$ cat src/rtl/ext_shift_seq.sv
// Operand extension (zero/sign/upper/pass) followed by a STEP-bits-per-cycle shifter.
// start is accepted in IDLE or DONE; done pulses once when result is updated.
module ext_shift_seq #(
    parameter int IN_W    = 16,
    parameter int OUT_W   = 32,
    parameter int STEP    = 1,
    parameter int SHAMT_W = 5
) (
    input  logic               clk,
    input  logic               rstn,
    input  logic               start,
    input  logic [1:0]         ext_op,
    input  logic [IN_W-1:0]    imm_in,
    input  logic [OUT_W-1:0]   data_in,
    input  logic [1:0]         shift_op,
    input  logic [SHAMT_W-1:0] shamt,
    output logic               busy,
    output logic               done,
    output logic [OUT_W-1:0]   result
);

    if (IN_W < 1 || IN_W >= OUT_W) begin : g_bad_in_w
        $error("ext_shift_seq: IN_W must be in 1..OUT_W-1");
    end
    if (OUT_W < 4 || (OUT_W & (OUT_W - 1)) != 0) begin : g_bad_out_w
        $error("ext_shift_seq: OUT_W must be a power of 2 and >= 4");
    end
    if (STEP < 1 || STEP > OUT_W / 2 || (STEP & (STEP - 1)) != 0) begin : g_bad_step
        $error("ext_shift_seq: STEP must be a power of 2 in 1..OUT_W/2");
    end
    if (SHAMT_W != $clog2(OUT_W)) begin : g_bad_shamt_w
        $error("ext_shift_seq: SHAMT_W must equal clog2(OUT_W)");
    end

    localparam logic [SHAMT_W-1:0] STEP_C = SHAMT_W'(STEP);

    typedef enum logic [1:0] {
        S_IDLE  = 2'd0,
        S_SHIFT = 2'd1,
        S_DONE  = 2'd2
    } state_t;

    state_t             state_q, state_d;
    logic [OUT_W-1:0]   acc_q, acc_d;
    logic [SHAMT_W-1:0] cnt_q, cnt_d;
    logic [1:0]         sop_q, sop_d;
    logic               busy_q, busy_d;
    logic               done_q, done_d;
    logic [OUT_W-1:0]   result_q, result_d;

    logic [OUT_W-1:0]   ext_val;
    logic [SHAMT_W-1:0] step_k;
    logic [OUT_W-1:0]   shifted;

    always_comb begin
        ext_val = '0;
        unique case (ext_op)
            2'b00:   ext_val = {{(OUT_W-IN_W){1'b0}}, imm_in};
            2'b01:   ext_val = {{(OUT_W-IN_W){imm_in[IN_W-1]}}, imm_in};
            2'b10:   ext_val = {imm_in, {(OUT_W-IN_W){1'b0}}};
            default: ext_val = data_in;
        endcase
    end

    // The final partial step shifts only what remains of the count.
    always_comb begin
        step_k  = (cnt_q < STEP_C) ? cnt_q : STEP_C;
        shifted = acc_q;
        unique case (sop_q)
            2'b01:   shifted = acc_q << step_k;
            2'b10:   shifted = acc_q >> step_k;
            2'b11:   shifted = $signed(acc_q) >>> step_k;
            default: shifted = acc_q;
        endcase
    end

    always_comb begin
        state_d  = state_q;
        acc_d    = acc_q;
        cnt_d    = cnt_q;
        sop_d    = sop_q;
        busy_d   = busy_q;
        done_d   = 1'b0;
        result_d = result_q;
        unique case (state_q)
            S_IDLE, S_DONE: begin
                if (start) begin
                    acc_d   = ext_val;
                    cnt_d   = (shift_op == 2'b00) ? '0 : shamt;
                    sop_d   = shift_op;
                    busy_d  = 1'b1;
                    state_d = S_SHIFT;
                end else begin
                    state_d = S_IDLE;
                end
            end
            S_SHIFT: begin
                if (cnt_q != '0) begin
                    acc_d = shifted;
                    cnt_d = cnt_q - step_k;
                end else begin
                    result_d = acc_q;
                    busy_d   = 1'b0;
                    done_d   = 1'b1;
                    state_d  = S_DONE;
                end
            end
            default: state_d = S_IDLE;
        endcase
    end

    always_ff @(posedge clk or negedge rstn) begin
        if (!rstn) begin
            state_q  <= S_IDLE;
            acc_q    <= '0;
            cnt_q    <= '0;
            sop_q    <= '0;
            busy_q   <= 1'b0;
            done_q   <= 1'b0;
            result_q <= '0;
        end else begin
            state_q  <= state_d;
            acc_q    <= acc_d;
            cnt_q    <= cnt_d;
            sop_q    <= sop_d;
            busy_q   <= busy_d;
            done_q   <= done_d;
            result_q <= result_d;
        end
    end

    assign busy   = busy_q;
    assign done   = done_q;
    assign result = result_q;

endmodule
$ cat config.mk
export PLATFORM = sky130hd
export DESIGN_NAME = ext_shift_seq
export DESIGN_NICKNAME = d
export VERILOG_FILES = /design/src/rtl/ext_shift_seq.sv
export SDC_FILE = /design/constraint.sdc
export NUM_CORES = 1
export LEC_CHECK = 0
export BUFFER_PORTS_ARGS = -buffer_cell sky130_fd_sc_hd__buf_4
export CORE_UTILIZATION = 49
export DETAILED_ROUTE_END_ITERATION = 10
export PLACE_DENSITY = 0.84
export REMOVE_ABC_BUFFERS = 1
export SLEW_MARGIN = 30
export SYNTH_ARGS = -nofsm -noshare
export SYNTH_HDL_FRONTEND = slang
export SYNTH_SLANG_ARGS = --single-unit
$ cat constraint.sdc
create_clock -name clk -period 1.65 [get_ports clk]
set_input_delay 0.0825 -clock clk [delete_from_list [all_inputs] [get_ports clk]]
set_output_delay 0.0825 -clock clk [all_outputs]
set_load 0.01 [all_outputs]
==> impl_metrics.env, run 1 <==
export IMPL_worstPathRequired_ns=1.87
export IMPL_vias=3944
export IMPL_peakVddDrop_v=0.00137
export IMPL_ys_types=41
export IMPL_maxSlewHeadroom=0.686
export IMPL_worst_slack_ns=-0.0863
export IMPL_synth_compound_area_share=0.181
export IMPL_avgRoutedWirePerCell_um=17.7
export IMPL_slew_violations=0
export IMPL_track_usage=0.267
export IMPL_grt_max_degree=36
export IMPL_initial_core_util=0.519
export IMPL_synth_seq_area_share=0.458
export IMPL_synth_xor_area_frac=0
export IMPL_fp_dieH_um=93.4
export IMPL_grt_first_pass_wirelength_um=17900
export IMPL_ys_top_cells_by_area="dfrtp_1, nand2_1, mux2i_1, o21ai_0, a221oi_1"
export IMPL_synth_area_per_cell_um2=8.94
export IMPL_drive_gt1_frac=0.307
export IMPL_pre_cts_ws_ns=-0.0325
export IMPL_cts_tree="done"
export IMPL_nNetsFinal=621
export IMPL_clk_path_buf_depth=2
export IMPL_yosys_area_share_simple=0.183
export IMPL_dr_pass1_iters=5
export IMPL_ys_ff_latch=75
export IMPL_tns_ns=-0.172
export IMPL_overflow=0
export IMPL_post_route_drc_count=0
export IMPL_cts_buffers=9
export IMPL_cts_root_buf="clkbuf_8"
export IMPL_setup_viol=6
export IMPL_stdcell_area_mm2=0.00551
export IMPL_hold_violations=0
export IMPL_outcome="finished with violations"
export IMPL_p_leak_nw=2.75
export IMPL_coreArea_mm2=0.00789
export IMPL_placed_area_mm2=0.00501
export IMPL_violations="setup timing"
export IMPL_clk_pin_slew_ns=0.07
export IMPL_nFillCells=550
export IMPL_worst_r2r_endpoint="acc_q[16]"
export IMPL_diodes=0
export IMPL_insertion_delay_ns=0.35
export IMPL_grt_pass1_vias=3695
export IMPL_ant_nets=0
export IMPL_clkSinkCount=75
export IMPL_die_area_mm2=0.00873
export IMPL_endpoint="acc_q[16]"
export IMPL_cp_max_fo=7
export IMPL_dpl_hpwl_um=7600
export IMPL_cp_start_kind="flop"
export IMPL_die_w_um=93.4
export IMPL_synth_edf_count=0
export IMPL_period_minus_slack_ns=1.74
export IMPL_gp_congestion=0.879
export IMPL_rows=32
export IMPL_rsz0062_at_grt="true"
export IMPL_syn_to_final_growth_pct=34.6
export IMPL_synth_commonest_cells="nand2_1, dfrtp_1, o21ai_0, mux2i_1, nor2_1"
export IMPL_yosys_area_share_adder=0.00917
export IMPL_skew_ns=0.00751
export IMPL_critPathArrivalTime_ns=1.96
export IMPL_drv_cap=0
export IMPL_critical_path_class="reg2reg"
export IMPL_cts_htree_levels=3
export IMPL_avgViaCountPerCell=5.93
export IMPL_yosysTopAreaCell="dfrtp_1"
export IMPL_ios=94
export IMPL_clock_fmax_ghz=0.576
export IMPL_worstHoldPathType="in2reg"
export IMPL_synth_top_family_by_area="simple AND/OR/NAND/NOR gates"
export IMPL_syn_inst=458
export IMPL_netlist_area_leader_share=0.458
export IMPL_synth_warnings=0
export IMPL_synthMuxAreaShare=0.115
export IMPL_fin_util=0.699
export IMPL_antenna_found_initial=0
export IMPL_power_density_mw_per_mm2=2210
export IMPL_synthArstFlopShare=1.00
export IMPL_end_kind="flop"
export IMPL_post_layout_total_power_w=0.0122
export IMPL_port_buffers=93
export IMPL_r2r_setup_slack_ns=-0.09
export IMPL_finalCritPeriodShare=1.05
export IMPL_synth_ff_type="dfrtp_1"
export IMPL_worst_pin_slew_ns=0.467
export IMPL_r2r_cells=7
export IMPL_yosysMostFrequentCell="nand2_1"
export IMPL_syn_area_mm2=0.00410
export IMPL_reg2reg_from="sop_q[1]"
export IMPL_dr_first_iter_drc_count=441
export IMPL_startpoint="sop_q[1]"
export IMPL_finalWirelength_um=11800
==> power by group <==
part / leakage [nW] / switching, W / total [W] / internal [W]
Sequential: 0.938 / 0.000849 / 0.00360 / 0.00275
Clock: 0.113 / 0.000680 / 0.00161 / 0.000933
Combinational: 1.70 / 0.00345 / 0.00696 / 0.00351
Total: 2.75 / 0.00498 / 0.0122 / 0.00719
==> repair_timing <==
action	CTS	global route
endpoints found under the setup margin	21	55
resized for setup	5	47
hold buffers	3	0
pin swaps	1	3
cloned	0	3
hold endpoints to repair	56	0
buffers inserted	1	3
==> placed cells by master (no fill, tap or decap), drive strengths merged, types with 6 or more instances in the layout <==
master / instances
a221oi: 15
mux2: 13
mux2i: 30
a41o: 12
a21oi: 9
nor2: 26
nor3: 6
clkbuf: 15
nand2: 128
dfrtp: 75
buf: 120
inv: 9
o31ai: 15
o21ai: 50
==> sequential cells by signal (all words and copies together) (netlist names) <==
register  count
done          1
sop_q         2
acc_q        32
result       32
state_q       2
cnt_q         5
busy          1
==> worst min-delay path by stage <==
stage | cells past startpoint | to | from | slack (ns)
finish | 3 | cnt_q[2] | shamt[2] | 0.03
global route | 3 | cnt_q[2] | shamt[2] | 0.04
CTS | 3 | busy | start | 0.02
detailed placement | 1 | result[21] | rstn | 0.002
global placement | 1 | result[22] | rstn | -0.0008
floorplan | 0 | acc_q[0] | rstn | -0.21
==> through the flow <==
stage | cells | hold WS (ns)
floorplan | 421 | -0.213
global placement | 640 | -0.000804
detailed placement | 640 | 0.00219
CTS | 660 | 0.0172
global route | 665 | 0.0380
finish | 665 | 0.0305
==> final cells by class <==
| cell class | count | area, um2 | area share |
|---|---|---|---|
| clock buffer | 12 | 155 | 0.0282 |
| sequential | 75 | 1880 | 0.342 |
| clock inverter | 4 | 72.6 | 0.0132 |
| tap | 102 | 128 | 0.0232 |
| multi-input combinational | 337 | 2100 | 0.380 |
| inverter | 9 | 33.8 | 0.00613 |
| timing repair buffer | 126 | 1140 | 0.207 |
==> per-layer routing <==
layer,part of all wire,GRT usage,up-vias
met4,0.026,0.105,0
met3,0.058,0.0463,34
met2,0.50,0.442,193
met1,0.41,0.348,1906
met5,0,0,-
li1,-,-,1811
==> cell families (layout without fill, tap and decap cells) <==
group	after synthesis	in the layout
AO/OA/AOI/OAI	111	111
adder cells (fa/ha/maj)	3	3
buffers and inverters	46	151
flip-flops	75	75
multiplexers	43	43
AND/OR/NAND/NOR	180	180
==> worst max-delay path, stage by stage, from the launching register on <==
cell,delay [ns]
dfrtp_2,0.45
ha_4,0.20
nor2_4,0.21
buf_12,0.17
mux2i_1,0.22
o21ai_0,0.12
o31ai_1,0.11
o21ai_1,0.13
(Power assumes the default switching activity.)
==> run 2, diff against run 1 <==
--- a/config.mk
+++ b/config.mk
@@ -5,10 +5,11 @@
 export SDC_FILE = /design/constraint.sdc
 export NUM_CORES = 1
 export LEC_CHECK = 0
+export ABC_AREA = 1
 export BUFFER_PORTS_ARGS = -buffer_cell sky130_fd_sc_hd__buf_4
-export CORE_UTILIZATION = 49
+export CORE_UTILIZATION = 50
 export DETAILED_ROUTE_END_ITERATION = 10
-export PLACE_DENSITY = 0.84
+export PLACE_DENSITY = 0.85
 export REMOVE_ABC_BUFFERS = 1
 export SLEW_MARGIN = 30
 export SYNTH_ARGS = -nofsm -noshare
==> run 2 against run 1 <==
The flow now finishes without violations; final cell count up 25%; synthesized cell count up 36%; first-iteration DRC count up 19%; register-to-register slack better by 0.09 ns; critical endpoint is now acc_q[8]; utilization down 2.1 points.
==> impl_metrics.env, run 2 <==
export IMPL_track_usage=0.277
export IMPL_slew_violations=0
export IMPL_synth_area_per_cell_um2=7.02
export IMPL_insertion_delay_ns=0.35
export IMPL_pre_cts_ws_ns=-0.0184
export IMPL_critPathArrivalTime_ns=1.89
export IMPL_clk_pin_slew_ns=0.08
export IMPL_fp_dieH_um=95.6
export IMPL_layout_cells_most_common="nand2_1"
export IMPL_nNetsFinal=784
export IMPL_place_inst=804
export IMPL_synth_warnings=0
export IMPL_ios=94
export IMPL_clock_fmax_ghz=0.608
export IMPL_synth_commonest_cells="nand2_1, dfrtp_1, nand3_1, inv_1, o21ai_0"
export IMPL_peakVddDrop_v=0.00182
export IMPL_min_path_cells=3
export IMPL_hold_ws_ns=0.0358
export IMPL_gp_congestion=0.875
export IMPL_r2r_cells=12
export IMPL_outcome="completed"
export IMPL_hold_violations=0
export IMPL_seqPwrFrac=0.280
export IMPL_dr_first_iter_drc_count=523
export IMPL_vias=4568
export IMPL_synthArstFlopShare=1.00
export IMPL_nFillCells=691
export IMPL_diodes=0
export IMPL_end_kind="flop"
export IMPL_netlist_area_leader_share=0.429
export IMPL_dr_pass1_iters=6
export IMPL_ys_top_cells_by_area="dfrtp_1, nand2_1, nand3_1, inv_1, o21ai_0"
export IMPL_die_w_um=95.6
export IMPL_cts_root_buf="clkbuf_8"
export IMPL_initial_core_util=0.525
export IMPL_dpl_hpwl_um=8380
export IMPL_ant_nets=0
export IMPL_maxSlewHeadroom=0.657
export IMPL_avgViaCountPerCell=5.50
export IMPL_rows=33
export IMPL_syn_area_mm2=0.00438
export IMPL_p_leak_nw=3.11
export IMPL_grt_max_degree=64
export IMPL_power_share_clock=0.142
export IMPL_grt_first_pass_wirelength_um=19400
export IMPL_port_buffers=93
export IMPL_overflow=0
export IMPL_worst_pin_slew_ns=0.514
export IMPL_cts_tree="done"
export IMPL_synth_seq_area_share=0.429
export IMPL_r2r_setup_slack_ns=0.005
export IMPL_ys_types=31
export IMPL_setup_viol=0
export IMPL_internal_power_w=0.00655
export IMPL_synth_edf_count=0
export IMPL_power_density_mw_per_mm2=2150
export IMPL_rsz0062_at_grt="true"
export IMPL_avgRoutedWirePerCell_um=15.0
export IMPL_cts_htree_levels=3
export IMPL_finalNonFillerCells=831
export IMPL_finalCritPeriodShare=0.997
export IMPL_hp_start="shamt[1]"
export IMPL_grt_pass1_vias=4228
export IMPL_synth_ff_type="dfrtp_1"
export IMPL_die_area_mm2=0.00913
export IMPL_regArea_mm2=0.00188
export IMPL_reg2reg_from="sop_q[0]"
export IMPL_worstPathRequired_ns=1.89
export IMPL_cts_buffers=9
export IMPL_final_cell_mix="nand2_1, buf_4, nand3_1, dfrtp_1, inv_1"
export IMPL_coreArea_mm2=0.00834
export IMPL_drive_gt1_frac=0.251
export IMPL_clkSinkCount=75
export IMPL_tns_ns=0
export IMPL_worst_r2r_endpoint="acc_q[8]"
export IMPL_yosysMostFrequentCell="nand2_1"
export IMPL_syn_inst=624
export IMPL_cp_max_fo=7
export IMPL_ys_ff_latch=75
export IMPL_switchingPower_w=0.00559
export IMPL_min_to="cnt_q[1]"
export IMPL_period_minus_slack_ns=1.64
export IMPL_cp_start_kind="flop"
export IMPL_worst_slack_ns=0.00539
export IMPL_skew_ns=0.0138
export IMPL_worstHoldPathType="in2reg"
export IMPL_yosysTopAreaCell="dfrtp_1"
export IMPL_antenna_found_initial=0
export IMPL_multi_input_area_mm2=0.00218
export IMPL_drv_cap=0
export IMPL_critical_path_class="reg2reg"
export IMPL_combPwrFrac=0.578
export IMPL_post_route_drc_count=0
export IMPL_clk_path_buf_depth=2
export IMPL_finalWirelength_um=12500
export IMPL_switching_share=0.460
export IMPL_syn_to_final_growth_pct=29.0
-- run 2: through the flow --
stage | utilization | total power [W] | instance area, um2
2_1_floorplan | - | 0.00731 | 4200
3_3_place_gp | 0.621 | 0.00932 | 5180
3_5_place_dp | 0.621 | 0.00956 | 5180
4_1_cts | 0.654 | 0.0113 | 5450
5_1_grt | 0.677 | 0.0131 | 5650
6_report | 0.677 | 0.0121 | 5650
-- run 2: power by group through the flow --
stage	sequential [W]	clock, W	combinational [W]
6_report	0.00340	0.00173	0.00702
5_1_grt	0.00349	0.00184	0.00777
4_1_cts	0.00335	0.00175	0.00624
3_5_place_dp	0.00338	0	0.00618
3_3_place_gp	0.00334	0	0.00598
2_1_floorplan	0.00340	0	0.00391
-- run 2: final cells by class --
type	count	share of cell area
sequential	75	0.332
tap	105	0.0233
clock inverter	4	0.0173
timing repair inverter	1	0.000886
clock buffer	12	0.0257
multi-input combinational	461	0.386
inverter	57	0.0421
timing repair buffer	116	0.173
-- run 2: what timing repair did --
item	4_1_cts	5_1_grt
setup endpoints to repair	1	63
gates resized for setup	1	39
buffers inserted	0	5
hold endpoints to repair	77	0
pin swaps	0	9
gates cloned	0	3
hold buffers	3	0
-- run 2: logic make-up (layout without fill, tap and decap cells) --
kind of cell    count (synthesis)  count (layout)  share of synthesized area
compound gates                 61              61                     0.0840
simple gates                  396             396                      0.386
buf+inv                        88             190                     0.0906
fa+ha+maj                       3               3                    0.00857
xor+xnor                        1               1                    0.00200
flops                          75              75                      0.429
-- run 2: per-layer routing --
metal / GRT usage / part of all wire
met5: 0 / 0
met4: 0.103 / 0.024
met3: 0.0478 / 0.089
met2: 0.454 / 0.48
met1: 0.365 / 0.41
-- run 2: worst max-delay path by stage --
stage,from,end,slack [ns]
global placement,sop_q[0],acc_q[6],0.07
CTS,sop_q[0],acc_q[28],0.01
finish,sop_q[0],acc_q[8],0.005
global route,cnt_q[2],cnt_q[2],-0.09
detailed placement,sop_q[0],acc_q[2],-0.02
floorplan,cnt_q[1],result[0],-0.11
-- run 2: worst max-delay path, cell delays in order, from the launching register on --
cell	delay, ns
dfrtp_1	0.42
inv_2	0.08
ha_4	0.18
nor2_4	0.14
buf_12	0.13
buf_12	0.11
nand2_1	0.05
o21ai_1	0.09
nand2_1	0.08
nand2_1	0.08
nand2_2	0.06
o21ai_2	0.06
inv_1	0.05
